==> src/rtl/calckit_top.sv <==
// CalcKit matrix-input path: UART RX/echo, decimal parser and matrix-entry FSM
// storing up to two m x n matrices per dimension spec in on-chip memory.

module calckit_mem #(
    parameter int unsigned DEPTH = 1600,
    parameter int unsigned AW    = 11
) (
    input  logic          clk,
    input  logic          i_we,
    input  logic [AW-1:0] i_waddr,
    input  logic [7:0]    i_wdata,
    input  logic [AW-1:0] i_raddr,
    output logic [7:0]    o_rdata
);
    logic [7:0] mem [0:DEPTH-1];

    always_ff @(posedge clk) begin
        if (i_we) mem[i_waddr] <= i_wdata;
        o_rdata <= mem[i_raddr];
    end
endmodule

module calckit_top #(
    parameter int unsigned CLK_HZ = 100000000,
    parameter int unsigned BAUD   = 115200
) (
    input  logic        sys_clk_in,
    input  logic        sys_rst_n,
    input  logic        PC_Uart_rxd,
    output logic        PC_Uart_txd,
    input  logic [4:0]  btn_pin,
    input  logic [7:0]  sw_pin,
    input  logic [7:0]  dip_pin,
    output logic [15:0] led_pin,
    output logic [7:0]  seg_cs_pin,
    output logic [7:0]  seg_data_0_pin,
    output logic [7:0]  seg_data_1_pin
);
    localparam int unsigned MAX_DIM        = 5;
    localparam int unsigned SLOT_WORDS     = 32;
    localparam int unsigned SLOTS_PER_SPEC = 2;
    localparam int unsigned N_SPECS        = MAX_DIM * MAX_DIM;
    localparam int unsigned MEM_WORDS      = N_SPECS * SLOTS_PER_SPEC * SLOT_WORDS;
    localparam int unsigned AW             = $clog2(MEM_WORDS);
    localparam int unsigned BIT_CYC        = CLK_HZ / BAUD;
    localparam int unsigned CW             = $clog2(BIT_CYC) + 1;
    localparam logic [CW-1:0] BIT_LAST     = CW'(BIT_CYC - 1);
    localparam logic [CW-1:0] HALF_LAST    = CW'(BIT_CYC / 2 - 1);

    typedef enum logic [1:0] {RX_IDLE, RX_START, RX_DATA, RX_STOP} rx_state_t;
    typedef enum logic [2:0] {
        S_IDLE = 3'd0, S_GET_M = 3'd1, S_GET_N = 3'd2, S_CLEAR = 3'd3, S_GET_DATA = 3'd4
    } state_t;

    // UART receiver
    rx_state_t     r_rx_st;
    logic          r_rx_s1, r_rx_s2, r_rx_s3;
    logic [CW-1:0] r_rx_cnt;
    logic [2:0]    r_rx_bit;
    logic [7:0]    r_rx_sh, r_rx_byte;
    logic          r_rx_valid;

    always_ff @(posedge sys_clk_in) begin
        if (!sys_rst_n) begin
            r_rx_s1 <= 1'b1; r_rx_s2 <= 1'b1; r_rx_s3 <= 1'b1;
            r_rx_st <= RX_IDLE; r_rx_cnt <= '0; r_rx_bit <= '0;
            r_rx_sh <= '0; r_rx_byte <= '0; r_rx_valid <= 1'b0;
        end else begin
            r_rx_s1    <= PC_Uart_rxd;
            r_rx_s2    <= r_rx_s1;
            r_rx_s3    <= r_rx_s2;
            r_rx_valid <= 1'b0;
            case (r_rx_st)
                RX_IDLE: if (r_rx_s3 && !r_rx_s2) begin
                    r_rx_st  <= RX_START;
                    r_rx_cnt <= '0;
                end
                RX_START: if (r_rx_cnt == HALF_LAST) begin
                    r_rx_cnt <= '0;
                    r_rx_bit <= '0;
                    r_rx_st  <= r_rx_s2 ? RX_IDLE : RX_DATA;
                end else r_rx_cnt <= r_rx_cnt + CW'(1);
                RX_DATA: if (r_rx_cnt == BIT_LAST) begin
                    r_rx_cnt <= '0;
                    r_rx_sh  <= {r_rx_s2, r_rx_sh[7:1]};
                    r_rx_bit <= r_rx_bit + 3'd1;
                    if (r_rx_bit == 3'd7) r_rx_st <= RX_STOP;
                end else r_rx_cnt <= r_rx_cnt + CW'(1);
                RX_STOP: if (r_rx_cnt == BIT_LAST) begin
                    // framing error silently drops the byte
                    r_rx_valid <= r_rx_s2;
                    r_rx_byte  <= r_rx_sh;
                    r_rx_st    <= RX_IDLE;
                end else r_rx_cnt <= r_rx_cnt + CW'(1);
                default: r_rx_st <= RX_IDLE;
            endcase
        end
    end

    // UART echo transmitter; bytes arriving while busy are not echoed
    logic          r_txd, r_tx_busy;
    logic [8:0]    r_tx_sh;
    logic [CW-1:0] r_tx_cnt;
    logic [3:0]    r_tx_nbit;

    always_ff @(posedge sys_clk_in) begin
        if (!sys_rst_n) begin
            r_txd <= 1'b1; r_tx_busy <= 1'b0; r_tx_sh <= '0;
            r_tx_cnt <= '0; r_tx_nbit <= '0;
        end else if (!r_tx_busy) begin
            if (r_rx_valid) begin
                r_tx_busy <= 1'b1;
                r_txd     <= 1'b0;
                r_tx_sh   <= {1'b1, r_rx_byte};
                r_tx_cnt  <= '0;
                r_tx_nbit <= '0;
            end
        end else if (r_tx_cnt == BIT_LAST) begin
            r_tx_cnt <= '0;
            if (r_tx_nbit == 4'd9) r_tx_busy <= 1'b0;
            else begin
                r_txd     <= r_tx_sh[0];
                r_tx_sh   <= {1'b1, r_tx_sh[8:1]};
                r_tx_nbit <= r_tx_nbit + 4'd1;
            end
        end else r_tx_cnt <= r_tx_cnt + CW'(1);
    end

    // Confirm button: synchroniser plus rising-edge pulse
    logic r_btn_s1, r_btn_s2, r_btn_s3;
    logic w_confirm;

    always_ff @(posedge sys_clk_in) begin
        if (!sys_rst_n) begin
            r_btn_s1 <= 1'b0; r_btn_s2 <= 1'b0; r_btn_s3 <= 1'b0;
        end else begin
            r_btn_s1 <= btn_pin[2];
            r_btn_s2 <= r_btn_s1;
            r_btn_s3 <= r_btn_s2;
        end
    end
    assign w_confirm = r_btn_s2 & ~r_btn_s3;

    // Decimal parser: digits accumulate mod 256, whitespace commits
    logic [7:0] r_acc, r_num;
    logic       r_seen, r_num_valid;

    always_ff @(posedge sys_clk_in) begin
        if (!sys_rst_n) begin
            r_acc <= '0; r_num <= '0; r_seen <= 1'b0; r_num_valid <= 1'b0;
        end else begin
            r_num_valid <= 1'b0;
            if (r_rx_valid) begin
                if (r_rx_byte >= 8'h30 && r_rx_byte <= 8'h39) begin
                    r_acc  <= 8'(r_acc * 8'd10 + (r_rx_byte - 8'h30));
                    r_seen <= 1'b1;
                end else if (r_rx_byte == 8'h20 || r_rx_byte == 8'h0D || r_rx_byte == 8'h0A) begin
                    r_num_valid <= r_seen;
                    r_num       <= r_acc;
                    r_acc       <= '0;
                    r_seen      <= 1'b0;
                end
            end
        end
    end

    // Matrix-entry FSM and slot bookkeeping
    state_t         r_state;
    logic [2:0]     r_m, r_n;
    logic [4:0]     r_k, r_clr, r_spec;
    logic           r_slot, r_err;
    logic           r_we;
    logic [AW-1:0]  r_waddr;
    logic [7:0]     r_wdata;
    logic [1:0]     r_cnt [N_SPECS];
    logic           r_ptr [N_SPECS];
    logic           w_dim_ok, w_slot_new, w_commit;
    logic [4:0]     w_spec_new, w_mn;

    assign w_dim_ok   = (r_num >= 8'd1) && (r_num <= 8'(MAX_DIM));
    assign w_spec_new = 5'((5'(r_m) - 5'd1) * 5'(MAX_DIM) + (r_num[4:0] - 5'd1));
    assign w_slot_new = (r_cnt[w_spec_new] == 2'd2) ? r_ptr[w_spec_new] : r_cnt[w_spec_new][0];
    assign w_mn       = 5'(r_m) * 5'(r_n);
    assign w_commit   = (r_state == S_GET_DATA) &&
                        ((r_num_valid && (r_k + 5'd1 == w_mn)) || (!r_num_valid && w_confirm));

    always_ff @(posedge sys_clk_in) begin
        if (!sys_rst_n) begin
            r_state <= S_IDLE; r_m <= '0; r_n <= '0; r_k <= '0; r_clr <= '0;
            r_spec <= '0; r_slot <= 1'b0; r_err <= 1'b0;
            r_we <= 1'b0; r_waddr <= '0; r_wdata <= '0;
        end else begin
            r_we <= 1'b0;
            case (r_state)
                S_IDLE: if (w_confirm) begin
                    r_err <= 1'b0;
                    if (sw_pin[1:0] == 2'b00) begin
                        r_state <= S_GET_M;
                        r_k     <= '0;
                    end
                end
                S_GET_M: if (r_num_valid) begin
                    if (w_dim_ok) begin
                        r_m     <= r_num[2:0];
                        r_state <= S_GET_N;
                    end else begin
                        r_err   <= 1'b1;
                        r_state <= S_IDLE;
                    end
                end
                S_GET_N: if (r_num_valid) begin
                    if (w_dim_ok) begin
                        r_n     <= r_num[2:0];
                        r_spec  <= w_spec_new;
                        r_slot  <= w_slot_new;
                        r_clr   <= '0;
                        r_state <= S_CLEAR;
                    end else begin
                        r_err   <= 1'b1;
                        r_state <= S_IDLE;
                    end
                end
                S_CLEAR: begin
                    r_we    <= 1'b1;
                    r_waddr <= {r_spec, r_slot, r_clr};
                    r_wdata <= '0;
                    r_clr   <= r_clr + 5'd1;
                    if (r_clr == 5'(SLOT_WORDS - 1)) begin
                        r_k     <= '0;
                        r_state <= S_GET_DATA;
                    end
                end
                S_GET_DATA: begin
                    if (r_num_valid) begin
                        r_we    <= 1'b1;
                        r_waddr <= {r_spec, r_slot, r_k};
                        r_wdata <= r_num;
                        r_k     <= r_k + 5'd1;
                    end
                    if (w_commit) r_state <= S_IDLE;
                end
                default: r_state <= S_IDLE;
            endcase
        end
    end

    // Per-spec occupancy (saturating at 2) and oldest-slot pointer
    always_ff @(posedge sys_clk_in) begin
        if (!sys_rst_n) begin
            for (int i = 0; i < N_SPECS; i++) begin
                r_cnt[i] <= '0;
                r_ptr[i] <= 1'b0;
            end
        end else if (w_commit) begin
            r_cnt[r_spec] <= (r_cnt[r_spec] == 2'd2) ? 2'd2 : r_cnt[r_spec] + 2'd1;
            r_ptr[r_spec] <= ~r_ptr[r_spec];
        end
    end

    logic [15:0] r_led;
    always_ff @(posedge sys_clk_in) begin
        if (!sys_rst_n) r_led <= '0;
        else            r_led <= {r_err, 7'b0, r_k, 3'(r_state)};
    end

    logic [7:0] w_rdata;
    calckit_mem #(.DEPTH(MEM_WORDS), .AW(AW)) u_mem (
        .clk     (sys_clk_in),
        .i_we    (r_we),
        .i_waddr (r_waddr),
        .i_wdata (r_wdata),
        .i_raddr (r_waddr),
        .o_rdata (w_rdata)
    );

    logic w_unused;
    assign w_unused = ^{dip_pin, btn_pin[4:3], btn_pin[1:0], sw_pin[7:2], w_rdata};

    assign PC_Uart_txd    = r_txd;
    assign led_pin        = r_led;
    assign seg_cs_pin     = 8'h00;
    assign seg_data_0_pin = 8'h00;
    assign seg_data_1_pin = 8'h00;
endmodule

==> config.mk <==
export PLATFORM = sky130hd
export DESIGN_NAME = calckit_top
export DESIGN_NICKNAME = d
export VERILOG_FILES = /design/src/rtl/calckit_top.sv
export SDC_FILE = /design/constraint.sdc
export NUM_CORES = 1
export LEC_CHECK = 0
export BUFFER_PORTS_ARGS = -buffer_cell sky130_fd_sc_hd__buf_2
export CORE_MARGIN = 5
export CORE_UTILIZATION = 40
export DETAILED_ROUTE_END_ITERATION = 8
export HOLD_SLACK_MARGIN = 0.05
export MAX_ROUTING_LAYER = met4
export PLACE_DENSITY = 0.67
export SYNTH_ARGS = -nofsm -noshare
export SYNTH_HDL_FRONTEND = slang
export SYNTH_SLANG_ARGS = --single-unit
==> constraint.sdc <==
create_clock -name sys_clk_in -period 6.6 [get_ports sys_clk_in]
set_input_delay 1.98 -clock sys_clk_in [delete_from_list [all_inputs] [get_ports sys_clk_in]]
set_output_delay 1.98 -clock sys_clk_in [all_outputs]
set_load 0.005 [all_outputs]
* Word level (Yosys, flattened, before mapping) *
Cells that the tools add are included.
W data, S select, Z words.

word-level totals
  bits in registers = 119
  input bits = 24
  output and inout port bits = 41
  word-level logic and storage cells = 180

operators by class
  $add $sub $neg = 8
  $mul = 2
  $lt $le $gt $ge = 4
  eq/ne operators = 35
  muxes and demuxes = 59
  bitwise gates (word level) = 6
  reductions and logical operators = 37

operators with widths
  operator                 count
  $mux W11                 7
  $pmux W11 S4             1
  $mux W9                  4
  $ne A2 B2 Y1 const B     16
  $mux W5                  6
  $mux W3                  8
  $add A11 B1 Y11 const B  2
  $eq A11 B10 Y1 const B   2
  $reduce_and A3 Y1        7
  $eq A8 B4 Y1 const B     2
  $mux W2                  8
  $mux W4                  4
  $mux W8                  2
  $pmux W3 S5              1
  $pmux W5 S3              1
  $mux W1                  13
  $eq A11 B9 Y1 const B    1
  $add A5 B1 Y5 const B    2
  $pmux W5 S2              1
  $reduce_and A5 Y1        2
  $reduce_bool A2 Y1       5
  $add A8 B8 Y8            1
  $eq A8 B6 Y1 const B     1
  $ge A8 B1 Y1 const B     1
  33 further kinds         53

* Depth between registers and ports, before layout *
  depth after elaboration = 7
  depth in mapped cells = 11
  mapped depth without buffers = 11

* Worst setup path before layout *
OpenSTA, ideal clock, no wires.

  path kind = input-to-reg
  from = input sw_pin[1]
  to = register r_k[4]
  setup time = 71 ps
  arrival = 2,993 ps
  required time = 6,529 ps
  path slack = 3,536 ps
  stages on the path = 5
  buffers on the path = 0
  cell sequence = or2_2 a2bb2oi_1 o22ai_1 or3_1 a21oi_1

on the way
  word-level cells in the longest chain between the ends = 3

RTL lines
  what                         line  source
  start, declared              32    input logic [7:0] sw_pin,
  $logic_not A2 Y1             197   if (sw_pin[1:0] == 2'b00) begin
  $ne A2 B2 Y1 (no line)       --
  $reduce_and A5 Y1 (no line)  --
  end signal, assigned         238   r_k <= r_k + 5'd1;
  end, declared                170   logic [4:0] r_k, r_clr, r_spec;

Every way passes these cells.
A chain may end at the register's enable or synchronous reset.

* Worst setup path after layout *
  from = input sys_rst_n
  to = register r_txd (netlist: PC_Uart_txd)

RTL lines
  what                  line  source
  start, declared       28    input logic sys_rst_n,
  end signal, assigned  122   r_txd <= r_tx_sh[0];
  end, declared         101   logic r_txd, r_tx_busy;

No word-level cell between the ends.

==> results.txt <==
TritonRoute pass-1 iters - 7
Skew-Pair Late Insertion Delay - 350 ps
Post-CTS Setup Bufs - 0
Post-synth ARST share - 0%
Root Buffer - clkbuf_16
setup ws final - 3280 ps
slew margin rel. - 31.9%
total CTS buffers - 9
Max Cap Viol - 0
initial DRC count - 289
Die Wd - 131 um
# rows - 44
Vias/cell - 5.12
Hold-fix buffers, CTS - 0
hold path depth - 1
CP Launch Point - sys_rst_n
CP max-delay cell - buf_2
Yosys top cell area share - 38.5%
DR vias - 4384
Area contributors post-synth - dfxtp_1, ha_1, nand2_1
worst reg2reg setup slack - 3850 ps
number of H-tree levels - 3
minimum clock period - 3320 ps
io pins - 65
Hold Fails Final Rpt - 0
gr usage total - 13.6%
Nets - 730
drc violations - 0
Clock Skews - 3.89 ps
Avg WL per Cell - 12.6 um
number of routed nets with antenna violations - 0
Core Box Area - 14400 um2
syn_area_per_cell - 8.64 um2
worst slack, placed - 2870 ps
DIE HEIGHT - 131 um
origin of the critical flop-to-flop path - r_acc[3]
Post-Synthesis Cells - 675
commonest non-fill, non-tap cells in the layout - dfxtp_1, nand2_1, nor2_1
Hold Crit Class - reg2reg
layout cells sized above 1 - 6.39%
CP delay by family, top - buffers and inverters
Syn-to-layout area delta - 5.75%
Yosys warning total - 0
crit-path cells - buf_2 > inv_2 > buf_4 > a221o_1
ys flop type - dfxtp_1
WS Path Type - in2reg
RSZ-0062 raised after global routing - false
initial antenna violation count - 0
clock sinks - 112
commonest non-fill, non-tap cell in the layout - dfxtp_1
Hold Path End - r_rx_s2
placed cells - 844
Worst-Margin Slew - 1010 ps
post-route setup TNS - 0 ps
CP arrival - 3550 ps
R2R Path End - r_acc[7]
crit path buf inv count - 3
synthesized area - 5830 um2
antenna diode count - 0
DP HPWL - 7.28 mm
Clk pin slew, worst setup/hold paths - 70 ps
first-pass GRT wire length - 18.4 mm
largest net degree at the start of global routing - 45
final critical-path share of the clock period - 50.2%
Lkg Pwr - 0.00235 uW
PortBufs - 15
VDD IR-drop max - 0.000133 V
number of synthesized flops with an enable pin - 0
Crit path largest cell delay - 440 ps
vias in the first global route - 3991
final setup violation count - 0
Post-Layout Cell Count - 857
Slew Viols, Final - 0
CTS tree - yes
crit end category - flip-flop
Pwr per Cell Area - 201 nW/um2
register bit total from synthesis - 112
Resized cells post-CTS - 0
register area share after synthesis - 38.5%
grt ovf - 0
drt total wl - 10.8 mm
Starting Density - 40.4%
status - finished, final reports clean
Synth area leader - dfxtp_1
required time of the critical path - 6840 ps
startpoint type of the worst setup path - primary input
clk buf depth - 2
Crit Path Max Fanout - 44
GP Congestion - 0.803
Peak Freq - 302 MHz
Netlist cell types - 71
R2R cell count - 10
Hold Startpoint - r_rx_s1
Die ar. - 17100 um2
## worst reg2reg max path: stages (launching register included)
cell,delay (ps)
dfxtp_1,440
ha_1,280
ha_1,230
fa_1,390
xnor2_1,140
ha_1,190
xor2_1,150
xnor2_1,200
xnor3_1,370
o2111ai_1,90
o221ai_1,130
## metal layers
layer  GRT usage (%)  wire length, um  vias to the layer above
met5               -                0                        -
met4            6.35              233                        0
met3            2.20              307                       14
met2            20.7             4860                       47
li1                -                -                     2292
met1            17.6             5350                     2031
## synthesized netlist by cell type, types with 3 or more instances
| cell | number |
|---|---|
| a211oi_1 | 9 |
| a21o_1 | 3 |
| a21oi_1 | 53 |
| a22oi_1 | 4 |
| a311oi_1 | 3 |
| a31oi_1 | 5 |
| and2_1 | 20 |
| and3_1 | 8 |
| buf_4 | 33 |
| clkbuf_1 | 23 |
| dfxtp_1 | 112 |
| fa_1 | 4 |
| ha_1 | 31 |
| inv_1 | 30 |
| mux2i_1 | 26 |
| nand2_1 | 72 |
| nand2b_1 | 6 |
| nand3_1 | 19 |
| nand3b_1 | 5 |
| nand4_1 | 6 |
| nand4b_1 | 3 |
| nor2_1 | 61 |
| nor2b_1 | 5 |
| nor3_1 | 11 |
| nor3b_1 | 3 |
| nor4_1 | 4 |
| o21a_1 | 3 |
| o21ai_0 | 22 |
| o22ai_1 | 4 |
| o31ai_1 | 6 |
| o32a_1 | 3 |
| or3_1 | 7 |
| or4_1 | 7 |
| xnor2_1 | 11 |
| xor2_1 | 8 |
## flip-flops by register name, summed over array words and instances, names as in the netlist, 8 cells and up, named ones only
signal     count
r_tx_cnt      11
r_tx_sh        9
r_rx_cnt      11
r_acc          8
r_rx_sh        8
led_pin        9
r_rx_byte      8
r_num          8
## area by class of cell
cell class | count | area (um2)
flip-flops and latches | 112 | 2240
fillers | 1452 | 8260
well taps | 184 | 230
multi-input cells | 500 | 3210
inverters | 31 | 116
clock buffers | 13 | 280
repair buffers | 17 | 90.1
## metrics by stage
step | cell area (um2) | utilization [%] | hold slack (ps) | total power, uW
2_1_floorplan | 5940 | - | 386 | 738
3_3_place_gp | 5890 | 40.8 | 395 | 732
3_5_place_dp | 5890 | 40.8 | 409 | 732
4_1_cts | 6170 | 42.7 | 427 | 1260
5_1_grt | 6170 | 42.7 | 435 | 1290
6_report | 6170 | 42.7 | 420 | 1240
## power by group
group          total [uW]  switching (uW)  internal [uW]  leakage [uW]
clock                 523             232            291      0.000140
sequential            683            3.84            679      0.000903
combinational        34.0            25.2           8.78       0.00131
## how the worst max path moves through the flow
stage / endpoint / cells after the start
detailed placement: PC_Uart_txd / 4
finish: PC_Uart_txd / 4
global route: PC_Uart_txd / 4
CTS: PC_Uart_txd / 4
global placement: PC_Uart_txd / 4
floorplan: r_k[4] / 5
## cells by family after synthesis
| logic type | synth area share, % |
|---|---|
| compound gates | 15.8 |
| xor+xnor | 3.24 |
| buf+inv | 8.48 |
| other cells | 0.0643 |
| mux | 4.46 |
| fa+ha+maj | 8.03 |
| simple gates | 21.5 |
| flops | 38.5 |
Note: power is estimated with default switching activity, not from simulation.
